## src/rtl/freq_meter.sv

```systemverilog
// Gated edge counter: counts sig_in rising edges over GATE_CYCLES clocks and shows the count on two 7-segment digits.
// Define FREQ_METER_BLANK_EN to blank a leading-zero tens digit.
module freq_meter #(
    parameter int GATE_CYCLES = 50,
    parameter int CNT_W       = 8
) (
    input  logic             clk,
    input  logic             rst_n,
    input  logic             sig_in,
    output logic [CNT_W-1:0] meas_bin,
    output logic             meas_valid,
    output logic             over_range,
    output logic [6:0]       SEG_FREQ,
    output logic [6:0]       SEG_FREQ1
);

    // state | meaning
    // GATE  | counting synchronized rising edges for GATE_CYCLES clocks
    // CONV  | splitting the count into tens/units by repeated subtraction
    // SHOW  | publishing results for one cycle, then back to GATE
    localparam logic [1:0] ST_GATE = 2'd0;
    localparam logic [1:0] ST_CONV = 2'd1;
    localparam logic [1:0] ST_SHOW = 2'd2;

    localparam int               TMR_W    = (GATE_CYCLES > 2) ? $clog2(GATE_CYCLES) : 1;
    localparam logic [TMR_W-1:0] TMR_LAST = TMR_W'(GATE_CYCLES - 1);
    localparam logic [CNT_W-1:0] TEN      = CNT_W'(10);
    localparam logic [6:0]       SEG_DASH  = 7'b0111111;
    localparam logic [6:0]       SEG_ZERO  = 7'b1000000;
    localparam logic [6:0]       SEG_BLANK = 7'b1111111;
`ifdef FREQ_METER_BLANK_EN
    localparam logic [6:0]       SEG1_RST = SEG_BLANK;
`else
    localparam logic [6:0]       SEG1_RST = SEG_ZERO;
`endif

    function automatic logic [6:0] seg7(input logic [3:0] d);
        logic [6:0] s;
        case (d)
            4'd0:    s = 7'b1000000;
            4'd1:    s = 7'b1111001;
            4'd2:    s = 7'b0100100;
            4'd3:    s = 7'b0110000;
            4'd4:    s = 7'b0011001;
            4'd5:    s = 7'b0010010;
            4'd6:    s = 7'b0000010;
            4'd7:    s = 7'b1111000;
            4'd8:    s = 7'b0000000;
            4'd9:    s = 7'b0010000;
            default: s = SEG_DASH;
        endcase
        return s;
    endfunction

    logic             sync1_q, sync2_q, prev_q;
    logic [1:0]       state_q, state_d;
    logic [TMR_W-1:0] tmr_q, tmr_d;
    logic [CNT_W-1:0] edge_cnt_q, edge_cnt_d;
    logic [CNT_W-1:0] resid_q, resid_d;
    logic [3:0]       tens_q, tens_d;
    logic [CNT_W-1:0] bin_q, bin_d;
    logic             valid_q, valid_d;
    logic             over_q, over_d;
    logic [6:0]       seg0_q, seg0_d;
    logic [6:0]       seg1_q, seg1_d;
    logic             edge_p;
    logic             over_w;

    assign edge_p = sync2_q & ~prev_q;
    // Ten subtractions only happen when the count reached at least 100.
    assign over_w = (tens_q == 4'd10);

    always_comb begin
        state_d    = state_q;
        tmr_d      = tmr_q;
        edge_cnt_d = edge_cnt_q;
        resid_d    = resid_q;
        tens_d     = tens_q;
        bin_d      = bin_q;
        valid_d    = 1'b0;
        over_d     = over_q;
        seg0_d     = seg0_q;
        seg1_d     = seg1_q;
        case (state_q)
            ST_GATE: begin
                if (edge_p && (edge_cnt_q != '1)) begin
                    edge_cnt_d = edge_cnt_q + 1'b1;
                end
                if (tmr_q == TMR_LAST) begin
                    tmr_d   = '0;
                    resid_d = edge_cnt_d;
                    tens_d  = '0;
                    state_d = ST_CONV;
                end else begin
                    tmr_d = tmr_q + 1'b1;
                end
            end
            ST_CONV: begin
                if ((resid_q >= TEN) && (tens_q < 4'd10)) begin
                    resid_d = resid_q - TEN;
                    tens_d  = tens_q + 4'd1;
                end else begin
                    state_d = ST_SHOW;
                end
            end
            ST_SHOW: begin
                bin_d   = edge_cnt_q;
                valid_d = 1'b1;
                over_d  = over_w;
                seg0_d  = over_w ? SEG_DASH : seg7(resid_q[3:0]);
`ifdef FREQ_METER_BLANK_EN
                seg1_d  = over_w ? SEG_DASH :
                          (tens_q == 4'd0) ? SEG_BLANK : seg7(tens_q);
`else
                seg1_d  = over_w ? SEG_DASH : seg7(tens_q);
`endif
                edge_cnt_d = '0;
                resid_d    = '0;
                tens_d     = '0;
                tmr_d      = '0;
                state_d    = ST_GATE;
            end
            default: state_d = ST_GATE;
        endcase
    end

    always_ff @(posedge clk or negedge rst_n) begin
        if (!rst_n) begin
            sync1_q    <= 1'b0;
            sync2_q    <= 1'b0;
            prev_q     <= 1'b0;
            state_q    <= ST_GATE;
            tmr_q      <= '0;
            edge_cnt_q <= '0;
            resid_q    <= '0;
            tens_q     <= '0;
            bin_q      <= '0;
            valid_q    <= 1'b0;
            over_q     <= 1'b0;
            seg0_q     <= SEG_ZERO;
            seg1_q     <= SEG1_RST;
        end else begin
            sync1_q    <= sig_in;
            sync2_q    <= sync1_q;
            prev_q     <= sync2_q;
            state_q    <= state_d;
            tmr_q      <= tmr_d;
            edge_cnt_q <= edge_cnt_d;
            resid_q    <= resid_d;
            tens_q     <= tens_d;
            bin_q      <= bin_d;
            valid_q    <= valid_d;
            over_q     <= over_d;
            seg0_q     <= seg0_d;
            seg1_q     <= seg1_d;
        end
    end

    assign meas_bin   = bin_q;
    assign meas_valid = valid_q;
    assign over_range = over_q;
    assign SEG_FREQ   = seg0_q;
    assign SEG_FREQ1  = seg1_q;

endmodule

```

## config.mk

```make
export PLATFORM = sky130hd
export DESIGN_NAME = freq_meter
export DESIGN_NICKNAME = d
export VERILOG_FILES = /design/src/rtl/freq_meter.sv
export SDC_FILE = /design/constraint.sdc
export NUM_CORES = 1
export LEC_CHECK = 0
export CAP_MARGIN = 20
export CORE_AREA = 4 4 105 107
export DETAILED_ROUTE_END_ITERATION = 7
export DIE_AREA = 0 0 109 111
export GPL_TIMING_DRIVEN = 0
export PLACE_DENSITY = 0.51
export SLEW_MARGIN = 20
export SYNTH_ARGS = -nofsm -noshare
export SYNTH_HDL_FRONTEND = slang
export SYNTH_SLANG_ARGS = --single-unit
```

## constraint.sdc

```tcl
create_clock -name clk -period 2.4 [get_ports clk]
set_clock_uncertainty 0.15 [all_clocks]
set_input_delay 0.48 -clock clk [delete_from_list [all_inputs] [get_ports clk]]
set_output_delay 0.48 -clock clk [all_outputs]
set_load 0.1 [all_outputs]
```

==> run_results.csv <==
group,metric,value,unit
cells_and_area,multi_input_area,1480,um^2
setup_path,reg2reg_to,"resid_q[5]",
timing,timing_max_transition_violations_final,0,
clock_tree,clkTransAtPathRegs,0.10,ns
floorplanning,rows,37,
setup_path,required,1.77,ns
setup_path,cp_num_buf_inv,1,
power_and_ir_drop,fin_total_pwr,1.84,mW
timing,min_period,2.33,ns
floorplanning,die_h,111,um
cells_and_area,layout_common_cells,"dfrtp_1, nor2_1, a21oi_1",
synthesis,synth-compound-area-share,18.0,%
power_and_ir_drop,power_density,530,nW/um^2
cells_and_area,final_area,3460,um^2
routing,first_iter_violations,89,
synthesis,syn_avg_cell_area,9.23,um^2
clock_tree,cts_buffer_depth,2,
timing,worst_slack,0.0707,ns
setup_path,worstRegToRegCells,7,
outcome,outcome,"complete, no violations",
cells_and_area,layout.cells.non_filler,493,
synthesis,synth_xor_area_share,2.35,%
floorplanning,io_pins,27,
timing,max_freq,0.429,GHz
synthesis,ys.flop_type,"dfrtp_1",
power_and_ir_drop,p_leak,1.58,nW
setup_path,path_class,"reg -> out",
global_route,track_usage,11.7,%
placed_design,place_inst,485,
synthesis,synth_top_family_by_area,"compound AO/OA/AOI/OAI gates",
setup_path,cp_data_arrival_time,1.70,ns
routing,wl_per_cell,13.6,um
setup_path,max_stage_delay,0.85,ns
synthesis,yosys_register_bits,55,
clock_tree,clkLatencyLatePin,0.30,ns
floorplanning,dieArea,12100,um^2
synthesis,synth_cell_type_count,53,
timing,tightest_slew,0.967,ns
placed_design,dp_slack,0.109,ns
routing,num_vias,2406,
routing,drcViolationCount,0,
routing,first_pass_iters,4,
synthesis,synth_seq_area_share,46.2,%
synthesis,synthSimpleGateAreaFrac,17.7,%
setup_path,critical_path.endpoint_type,"primary output",
timing,min_period_over_period,97.1,%
floorplanning,start_util,29.4,%
cells_and_area,regArea,1380,um^2
placed_design,dp_hpwl,4820,um
setup_path,critPathLaunchType,"flip-flop",
global_route,overflow,0,
clock_tree,cts_tree,"yes",
flow_run,cap_violations,0,
clock_tree,hold_buffers,0,
setup_path,critical_path.top_delay_family,"buffers and inverters",
timing,hold-worst-slack,0.0757,ns
synthesis,synth_adder_area_share,7.55,%
cells_and_area,layout-drive-gt1-share,7.00,%
synthesis,syn_inst,323,
placed_design,finalWeightedCongestion,0.802,
timing,maxSlewHeadroom,35.8,%
clock_tree,cts_made_buffers,5,
setup_path,r2r_setup_slack,0.24,ns
cells_and_area,antenna_cells,0,
timing,hold_viol,0,
routing,viasPerCell,4.88,
cells_and_area,fillers,1062,
routing,detail-route-antenna-nets,0,
synthesis,muxShareOfSynthArea,4.07,%
synthesis,syn_area,2980,um^2
global_route,grt_pass1_vias,2351,
global_route,grt_pass1_wl,11600,um
synthesis,synth_edf_count,0,
placed_design,placed_cell_area,3410,um^2
routing,routed_wl,6700,um
min_path,hold_path_class,"in -> async",
clock_tree,cts-htree-levels,2,
synthesis,synth_warnings,0,
floorplanning,fp.dieW,109,um
clock_tree,cts_setup_buffers,0,
cells_and_area,syn_to_final_growth,16.1,%
floorplanning,core,10100,um^2
global_route,antenna_found_initial,0,
timing,rsz0062_at_grt,"no",
cells_and_area,final_common_cell,"dfrtp_1",
power_and_ir_drop,ir_drop,0.000459,V
setup_path,slowest_stage,"dlygate4sd2_1",
synthesis,synthesis.nets,344,
global_route,grt_max_degree,56,
setup_path,crit_fanout,2,
clock_tree,cts.sinks,55,
cells_and_area,final_nets,377,
synthesis,ys_async_sr_fraction,100,%
placed_design,port-buffer-count,26,
setup_path,crit_chain,"dlygate4sd2_1",
clock_tree,cts_root_buf,"clkbuf_8",
timing,setup_viol,0,
setup_path,r2r_start,"state_q[1]",
==> worst max-delay path by stage <==
| stage | endpoint | slack, ns | start | cells past startpoint |
|---|---|---|---|---|
| floorplan | tens_q[2] | 0.47 | state_q[0] | 7 |
| global placement | tmr_q[3] | -1.10 | rst_n | 1 |
| detailed placement | SEG_FREQ1[4] | 0.11 | state_q[0] | 5 |
| CTS | SEG_FREQ[6] | 0.04 | SEG_FREQ[6] | 1 |
| global route | SEG_FREQ[6] | 0.02 | SEG_FREQ[6] | 1 |
| finish | SEG_FREQ[6] | 0.07 | SEG_FREQ[6] | 1 |
==> repair_timing <==
item | 4_1_cts | 5_1_grt
cloned | 0 | 0
endpoints found under the setup margin | 24 | 5
endpoints found under the hold margin | 0 | 0
resized for setup | 24 | 4
==> routing by layer <==
metal	track usage, %	part of all wire, %
met4	2.36	0.66
met3	2.27	2.5
met5	0	0
met1	16.9	49
met2	18.1	48
==> final cells by class <==
cell class / instances / area share (%)
Multi-Input combinational cell: 236 / 42.8
Sequential cell: 55 / 39.8
Tap cell: 136 / 4.91
Timing Repair Buffer: 26 / 6.57
Inverter: 20 / 2.17
Buffer: 12 / 1.41
Clock buffer: 7 / 2.20
Clock inverter: 1 / 0.144
==> stage by stage <==
step / TNS [ns] / util, %
floorplan: 0 / -
global placement: -58.97 / 33.7
detailed placement: 0 / 33.6
CTS: 0 / 34.1
global route: 0 / 34.2
finish: 0 / 34.2
==> cell families (layout without fill, tap and decap cells) <==
family          after synthesis  in the layout
compound gates               85             85
buf+inv                      32             66
simple gates                114            114
xor+xnor                      8              8
flops                        55             55
mux                          11             11
fa+ha+maj                    18             18
==> flip-flops by register name, indices dropped and copies added (netlist names) <==
register	flops
tens_q	4
over_range	1
state_q	2
meas_valid	1
SEG_FREQ1	7
sync1_q	1
edge_cnt_q	8
SEG_FREQ	7
tmr_q	6
meas_bin	8
resid_q	8
sync2_q	1
prev_q	1
==> where the power goes <==
group | switching [mW] | internal (mW) | leakage (nW)
combinational | 0.171 | 0.135 | 0.802
clock | 0.293 | 0.206 | 0.0422
sequential | 0.0526 | 0.980 | 0.733
==> cells in the mapped netlist, drive strengths merged, types with 2 or more instances <==
cell type,count,area (um^2)
nand2b,5,31.3
nand3,15,75.1
a21o,2,22.5
nor4,2,12.5
nor2,40,150
nor3,7,35.0
nor2b,3,18.8
ha,18,225
o31ai,2,15.0
a21oi,27,139
o2111ai,2,17.5
or3,3,18.8
xnor2,4,35.0
xor2,4,35.0
nand4,6,37.5
o211ai,3,22.5
clkbuf,12,46.3
o32a,2,20.0
inv,19,71.3
mux2,9,101
mux2i,2,20.0
a211oi,2,15.0
dfstp,2,52.6
o221ai,2,17.5
nand2,25,93.8
dfrtp,53,1330
o21ai,28,140
o311ai,2,17.5
a22o,2,17.5
or2,3,18.8
No activity file was read; power rests on OpenSTA's default activity.
